File: src/rtl/rv32_pkg.sv
// Shared RV32 writeback definitions: load funct3 encodings, FSM state, datapath width.
// Also holds the load legality/alignment helpers used by the writeback FSM.
package rv32_pkg;

  localparam int XLEN = 32;

  localparam logic [2:0] F3_LB  = 3'b000;
  localparam logic [2:0] F3_LH  = 3'b001;
  localparam logic [2:0] F3_LW  = 3'b010;
  localparam logic [2:0] F3_LBU = 3'b100;
  localparam logic [2:0] F3_LHU = 3'b101;

  typedef enum logic {
    IDLE     = 1'b0,
    WAIT_MEM = 1'b1
  } wb_state_t;

  function automatic logic f3_legal(input logic [2:0] f3);
    return (f3 == F3_LB) || (f3 == F3_LH) || (f3 == F3_LW) ||
           (f3 == F3_LBU) || (f3 == F3_LHU);
  endfunction

  // Only meaningful for legal funct3 values; bytes are never misaligned.
  function automatic logic load_misaligned(input logic [2:0] f3, input logic [1:0] addr_lo);
    logic mis;
    mis = 1'b0;
    if ((f3 == F3_LH) || (f3 == F3_LHU)) mis = addr_lo[0];
    else if (f3 == F3_LW)                mis = (addr_lo != 2'b00);
    return mis;
  endfunction

endpackage

File: src/rtl/writeback_unit_if.sv
// Writeback unit bus bundle: result/load descriptor, memory response, RF write port, status.
// master = producer side (execute/memory model), slave = writeback unit.
interface writeback_unit_if #(
  parameter int XLEN   = rv32_pkg::XLEN,
  parameter int REG_AW = 5
);

  logic              in_valid;
  logic              in_ready;
  logic [REG_AW-1:0] in_rd;
  logic              in_is_load;
  logic [2:0]        in_funct3;
  logic [1:0]        in_addr_lo;
  logic [XLEN-1:0]   in_result;

  logic              mem_rvalid;
  logic [XLEN-1:0]   mem_rdata;

  logic              rf_we;
  logic [REG_AW-1:0] rf_rd;
  logic [XLEN-1:0]   rf_wdata;

  logic              busy;
  logic              misalign;
  logic              illegal;
  logic              stray_rsp;

  modport master (
    output in_valid, in_rd, in_is_load, in_funct3, in_addr_lo, in_result,
    output mem_rvalid, mem_rdata,
    input  in_ready, rf_we, rf_rd, rf_wdata, busy, misalign, illegal, stray_rsp
  );

  modport slave (
    input  in_valid, in_rd, in_is_load, in_funct3, in_addr_lo, in_result,
    input  mem_rvalid, mem_rdata,
    output in_ready, rf_we, rf_rd, rf_wdata, busy, misalign, illegal, stray_rsp
  );

endinterface

File: src/rtl/load_extend.sv
// Formats an aligned memory word into load data: byte/half select plus sign/zero extension.
// Purely combinational, no latency, no flow control.
module load_extend #(
  parameter int XLEN = rv32_pkg::XLEN
) (
  input  logic [XLEN-1:0] word_i,
  input  logic [2:0]      funct3_i,
  input  logic [1:0]      addr_lo_i,
  output logic [XLEN-1:0] data_o
);
  import rv32_pkg::*;

  logic [7:0]  byte_sel;
  logic [15:0] half_sel;

  always_comb begin
    byte_sel = word_i[7:0];
    case (addr_lo_i)
      2'd0: byte_sel = word_i[7:0];
      2'd1: byte_sel = word_i[15:8];
      2'd2: byte_sel = word_i[23:16];
      2'd3: byte_sel = word_i[31:24];
      default: byte_sel = word_i[7:0];
    endcase
    half_sel = addr_lo_i[1] ? word_i[31:16] : word_i[15:0];
  end

  always_comb begin
    data_o = word_i;
    case (funct3_i)
      F3_LB:   data_o = {{(XLEN-8){byte_sel[7]}}, byte_sel};
      F3_LBU:  data_o = {{(XLEN-8){1'b0}}, byte_sel};
      F3_LH:   data_o = {{(XLEN-16){half_sel[15]}}, half_sel};
      F3_LHU:  data_o = {{(XLEN-16){1'b0}}, half_sel};
      default: data_o = word_i;
    endcase
  end

endmodule

File: src/rtl/writeback_unit.sv
// Drives the RF write port: ALU results retire 1/cycle (1-cycle latency), loads write the cycle after mem_rvalid.
// in_ready drops while a load is outstanding; x0 writes, misaligned and illegal loads are suppressed and flagged.
module writeback_unit #(
  parameter int XLEN   = rv32_pkg::XLEN,
  parameter int REG_AW = 5
) (
  input logic            clk,
  input logic            rst_n,
  writeback_unit_if.slave wb
);
  import rv32_pkg::*;

  wb_state_t         state_q;
  logic [REG_AW-1:0] rd_q;
  logic [2:0]        f3_q;
  logic [1:0]        alo_q;

  logic              rf_we_q;
  logic [REG_AW-1:0] rf_rd_q;
  logic [XLEN-1:0]   rf_wdata_q;
  logic              misalign_q;
  logic              illegal_q;
  logic              stray_q;

  logic [XLEN-1:0]   ext_data;
  logic              accept;
  logic              ld_legal;
  logic              ld_misaligned;

  load_extend #(.XLEN(XLEN)) u_load_extend (
    .word_i    (wb.mem_rdata),
    .funct3_i  (f3_q),
    .addr_lo_i (alo_q),
    .data_o    (ext_data)
  );

  always_comb begin
    accept        = wb.in_valid && (state_q == IDLE);
    ld_legal      = f3_legal(wb.in_funct3);
    ld_misaligned = load_misaligned(wb.in_funct3, wb.in_addr_lo);
  end

  always_ff @(posedge clk or negedge rst_n) begin
    if (!rst_n) begin
      state_q    <= IDLE;
      rd_q       <= '0;
      f3_q       <= '0;
      alo_q      <= '0;
      rf_we_q    <= 1'b0;
      rf_rd_q    <= '0;
      rf_wdata_q <= '0;
      misalign_q <= 1'b0;
      illegal_q  <= 1'b0;
      stray_q    <= 1'b0;
    end else begin
      rf_we_q    <= 1'b0;
      misalign_q <= 1'b0;
      illegal_q  <= 1'b0;
      stray_q    <= 1'b0;
      case (state_q)
        IDLE: begin
          // A response here belongs to no load, even one accepted this same edge.
          stray_q <= wb.mem_rvalid;
          if (accept) begin
            if (!wb.in_is_load) begin
              rf_we_q    <= (wb.in_rd != '0);
              rf_rd_q    <= wb.in_rd;
              rf_wdata_q <= wb.in_result;
            end else if (!ld_legal) begin
              illegal_q <= 1'b1;
            end else if (ld_misaligned) begin
              misalign_q <= 1'b1;
            end else begin
              rd_q    <= wb.in_rd;
              f3_q    <= wb.in_funct3;
              alo_q   <= wb.in_addr_lo;
              state_q <= WAIT_MEM;
            end
          end
        end
        WAIT_MEM: begin
          if (wb.mem_rvalid) begin
            rf_we_q    <= (rd_q != '0);
            rf_rd_q    <= rd_q;
            rf_wdata_q <= ext_data;
            state_q    <= IDLE;
          end
        end
        default: state_q <= IDLE;
      endcase
    end
  end

  assign wb.in_ready  = (state_q == IDLE);
  assign wb.busy      = (state_q == WAIT_MEM);
  assign wb.rf_we     = rf_we_q;
  assign wb.rf_rd     = rf_rd_q;
  assign wb.rf_wdata  = rf_wdata_q;
  assign wb.misalign  = misalign_q;
  assign wb.illegal   = illegal_q;
  assign wb.stray_rsp = stray_q;

endmodule
File: src/flat_wrapper.sv
// flat-port wrapper written by rule: the top's interface ports become plain ports
module writeback_unit_flat import rv32_pkg::*;
#(
  parameter int XLEN   = rv32_pkg::XLEN,
  parameter int REG_AW = 5
)
  (clk, rst_n, wb_in_valid, wb_in_rd, wb_in_is_load, wb_in_funct3, wb_in_addr_lo, wb_in_result, wb_mem_rvalid, wb_mem_rdata, wb_in_ready, wb_rf_we, wb_rf_rd, wb_rf_wdata, wb_busy, wb_misalign, wb_illegal, wb_stray_rsp);
  writeback_unit_if #(.XLEN(XLEN), .REG_AW(REG_AW)) wb_i ();
  input logic clk;
  input logic rst_n;
  input wire logic [$bits(wb_i.in_valid)-1:0] wb_in_valid;
  input wire logic [$bits(wb_i.in_rd)-1:0] wb_in_rd;
  input wire logic [$bits(wb_i.in_is_load)-1:0] wb_in_is_load;
  input wire logic [$bits(wb_i.in_funct3)-1:0] wb_in_funct3;
  input wire logic [$bits(wb_i.in_addr_lo)-1:0] wb_in_addr_lo;
  input wire logic [$bits(wb_i.in_result)-1:0] wb_in_result;
  input wire logic [$bits(wb_i.mem_rvalid)-1:0] wb_mem_rvalid;
  input wire logic [$bits(wb_i.mem_rdata)-1:0] wb_mem_rdata;
  output wire logic [$bits(wb_i.in_ready)-1:0] wb_in_ready;
  output wire logic [$bits(wb_i.rf_we)-1:0] wb_rf_we;
  output wire logic [$bits(wb_i.rf_rd)-1:0] wb_rf_rd;
  output wire logic [$bits(wb_i.rf_wdata)-1:0] wb_rf_wdata;
  output wire logic [$bits(wb_i.busy)-1:0] wb_busy;
  output wire logic [$bits(wb_i.misalign)-1:0] wb_misalign;
  output wire logic [$bits(wb_i.illegal)-1:0] wb_illegal;
  output wire logic [$bits(wb_i.stray_rsp)-1:0] wb_stray_rsp;
  assign wb_i.in_valid = wb_in_valid;
  assign wb_i.in_rd = wb_in_rd;
  assign wb_i.in_is_load = wb_in_is_load;
  assign wb_i.in_funct3 = wb_in_funct3;
  assign wb_i.in_addr_lo = wb_in_addr_lo;
  assign wb_i.in_result = wb_in_result;
  assign wb_i.mem_rvalid = wb_mem_rvalid;
  assign wb_i.mem_rdata = wb_mem_rdata;
  assign wb_in_ready = wb_i.in_ready;
  assign wb_rf_we = wb_i.rf_we;
  assign wb_rf_rd = wb_i.rf_rd;
  assign wb_rf_wdata = wb_i.rf_wdata;
  assign wb_busy = wb_i.busy;
  assign wb_misalign = wb_i.misalign;
  assign wb_illegal = wb_i.illegal;
  assign wb_stray_rsp = wb_i.stray_rsp;
  writeback_unit #(.XLEN(XLEN), .REG_AW(REG_AW)) u_core (.clk(clk), .rst_n(rst_n), .wb(wb_i));
endmodule
File: config.mk
export PLATFORM = sky130hd
export DESIGN_NAME = writeback_unit_flat
export DESIGN_NICKNAME = d
export VERILOG_FILES = /design/src/rtl/rv32_pkg.sv /design/src/rtl/writeback_unit_if.sv /design/src/rtl/load_extend.sv /design/src/rtl/writeback_unit.sv /design/src/flat_wrapper.sv
export SDC_FILE = /design/constraint.sdc
export NUM_CORES = 1
export LEC_CHECK = 0
export ABC_CLOCK_PERIOD_IN_PS = 2110
export BUFFER_PORTS_ARGS = -buffer_cell sky130_fd_sc_hd__buf_2
export CAP_MARGIN = 10
export CORE_MARGIN = 4
export CORE_UTILIZATION = 49
export CTS_BUF_LIST = sky130_fd_sc_hd__clkbuf_8
export DETAILED_ROUTE_END_ITERATION = 6
export GPL_ROUTABILITY_DRIVEN = 0
export PLACE_DENSITY = 0.82
export SLEW_MARGIN = 20
export SYNTH_ARGS = -nofsm -noshare
export SYNTH_HDL_FRONTEND = slang
export SYNTH_SLANG_ARGS = --single-unit
File: constraint.sdc
create_clock -name clk -period 2.11 [get_ports clk]
set_clock_uncertainty 0.1 [all_clocks]
set_input_delay 0.1055 -clock clk [delete_from_list [all_inputs] [get_ports clk]]
set_output_delay 0.1055 -clock clk [all_outputs]
set_load 0.02 [all_outputs]
==> metrics <==
outcome=completed; critical path type=in -> reg; post-synth top area cell=dfrtp_1; global route total overflow=0; Final Instance Area=3960 um2; share of cells above drive strength 1=approximately a third; CP Launch Type=primary input; Core Area=5570 um2; mean cell area of the mapped netlist=9.13 um2; worst slew pin tran=0.721 ns; reg2reg setup slack=0.24 ns; Critical path buffers and inverters=2; power consumption=3.54 mW; postcts setup bufs=0; CTS Buf Count=5; Slew HR=between 50 and 60%; Nets=approximately 540; Synth warnings=0; CTS clk-pin slew, worst paths=0.10 ns; WL/cell=between 15 and 20 um; drt pass-1 iters=5; number of global-route vias before repair=between 3000 and 4000; DRT Wirelength=8.87 mm; filler cell count=423; crit path time final=1.92 ns; Post-Syn Area=2850 um2; largest net degree at the start of global routing=39; Pwr Density=893 nW/um2; Num Clock Sinks=between 50 and 60; final setup violation count=0; die footprint=between 7000 and 8000 um2; CTS tree=yes; Synth area leaders=dfrtp_1 46%, a211oi_1 5.3%, nand2_1 5.0%, mux2_2 4.3%, mux2i_1 4.2%; placed instance count=495; vias post-DR=3041; first-pass GRT wire length=14.5 mm; Async SR Flop Fraction=100%; Post-synth EDFFs=0; DP Area=around 3600 um2; RSZ-0062 raised after global routing=false; setup slack after layout=roughly 0.19 ns; Finished Layout Cells=533; Starting Density=between 50% and 60%; CTS root buf=clkbuf_8; Synth Instances=roughly 310; Yosys top cell area share=45.7%; Slew Viols, Final=0; Hold WS=0.00319 ns; worst vdd ir=slightly below 0.0005 V; worst path required time=2.18 ns; Final Hold Vio Count=0; Final Util=71.1%; Ant. Diodes=0; post-synth net total=391; max-cap violations=0; CP max-delay cell=dlygate4sd3_1; Clock Latency Late Sink=0.31 ns; post-route ant nets=0; port bufs=121; Resize count post-CTS=0; Setup TNS=0 ns; P_leak=1.88 nW; DIE WIDTH=84.3 um; Ports=122; global-route usage over all layers=25.3%; sequential element share of the synthesized area=45.7%; unique cell type count in the Yosys netlist=40; Residual DRC=0; height of the die=84.3 um; CP max FO=16; max incr delay on CP=0.52 ns; delay-heaviest family, CP=buffers and inverters; CTS Buffer Depth=2; area grow syn2layout=39.1%; vias per cell=5.71; max frequency=521 MHz; DRT iter0 DRCs=347; Critical Path AT=1.99 ns; period utilisation layout=91.0%; initial antenna violation count=0; row cnt=27; Post-DP HPWL=6.51 mm; Hold Crit Class=in -> reg; synthesized flop and latch total=52; Post-Place Setup Slack=0.261 ns; most used flip-flop cell after synthesis=dfrtp_1; CTS HTree Levels=2; crit path capture type=flip-flop; critical-path cell list=dlygate4sd3_1 -> buf_2 -> mux4_2 -> nand2b_4 -> a31oi_4 -> a211oi_1
power by group:
part	switching, mW	internal [mW]	total (mW)	leakage, nW
sequential	0.162	1.24	1.40	0.612
combinational	0.862	0.581	1.44	1.22
clock	0.341	0.351	0.692	0.0541
total	1.36	2.17	3.54	1.88
placed cells by master (no fill, tap or decap), drive strengths merged, types with 5 or more instances in the layout:
cell type	n
buf	135
dfrtp	52
nand2	38
dlygate4sd3	30
nor2	28
nor3	22
o21ai	20
a211oi	20
a21oi	17
mux2i	12
mux2	11
inv	8
and3	8
nand3	6
o311ai	5
clkbuf	5
cell families after synthesis:
kind of cell | Yosys count | share of synthesized area [%]
flops | 52 | 45.7
buf+inv | 32 | 5.09
simple gates | 122 | 20.3
mux | 24 | 9.35
compound gates | 82 | 19.5
Yosys cell counts (all sizes together) (10+ instances only):
cell / count
a211oi: 20
a21oi: 17
buf: 10
clkbuf: 14
dfrtp: 52
mux2: 11
mux2i: 12
nand2: 38
nor2: 28
nor3: 22
o21ai: 20
area by class of cell:
class                      instances  area, um2  area share [%]
sequential                        52       1300            32.8
tap                               72       90.1            2.27
inverter                           8       30.0           0.758
clock buffer                       5       68.8            1.74
multi-input combinational        228       1410            35.5
timing repair buffer             165       1020            25.8
clock inverter                     3       42.5            1.07
metal layers:
metal  wire (um)  vias to the layer above  global-route usage (%)
met5           0                        -                       0
met4         247                        0                    7.89
met3         679                       26                    5.50
met2        4310                      158                    44.5
met1        3630                     1430                    30.8
li1            -                     1427                       -
state kept, by name, summed over array words and instances, names as in the netlist:
signal / cells
u_core.f3_q: 3
u_core.wb.rf_rd: 5
u_core.wb.rf_we: 1
u_core.alo_q: 2
u_core.wb.busy: 1
u_core.wb.stray_rsp: 1
u_core.rd_q: 5
u_core.wb.rf_wdata: 32
u_core.wb.illegal: 1
u_core.wb.misalign: 1
worst register-to-register path, cell delays in order, from the launching register on:
cell and delay [ns]:
dfrtp_1 0.39, mux4_2 0.55, nand2b_4 0.17, a31oi_4 0.38, a211oi_1 0.15
worst paths after layout:
check	start	to	cells past startpoint
setup reg to reg	u_core.alo_q[1]$_DFFE_PN0P_	u_core.wb.rf_wdata[20]$_DFFE_PN0P_	4
min in group asynchronous	rst_n	u_core.wb.rf_wdata[27]$_DFFE_PN0P_	2
setup / recovery	wb_mem_rdata[31]	u_core.wb.rf_wdata[20]$_DFFE_PN0P_	6
hold / removal	wb_mem_rdata[20]	u_core.wb.rf_wdata[20]$_DFFE_PN0P_	3
max in group asynchronous	rst_n	u_core.wb.rf_wdata[2]$_DFFE_PN0P_	3
hold reg to reg	u_core.wb.rf_rd[0]$_DFFE_PN0P_	u_core.wb.rf_rd[0]$_DFFE_PN0P_	2
timing repair:
item	4_1_cts	5_1_grt
endpoints found under the hold margin	59	0
hold buffers	30	0
endpoints found under the setup margin	0	0
Note: power is estimated with default switching activity, not from simulation.
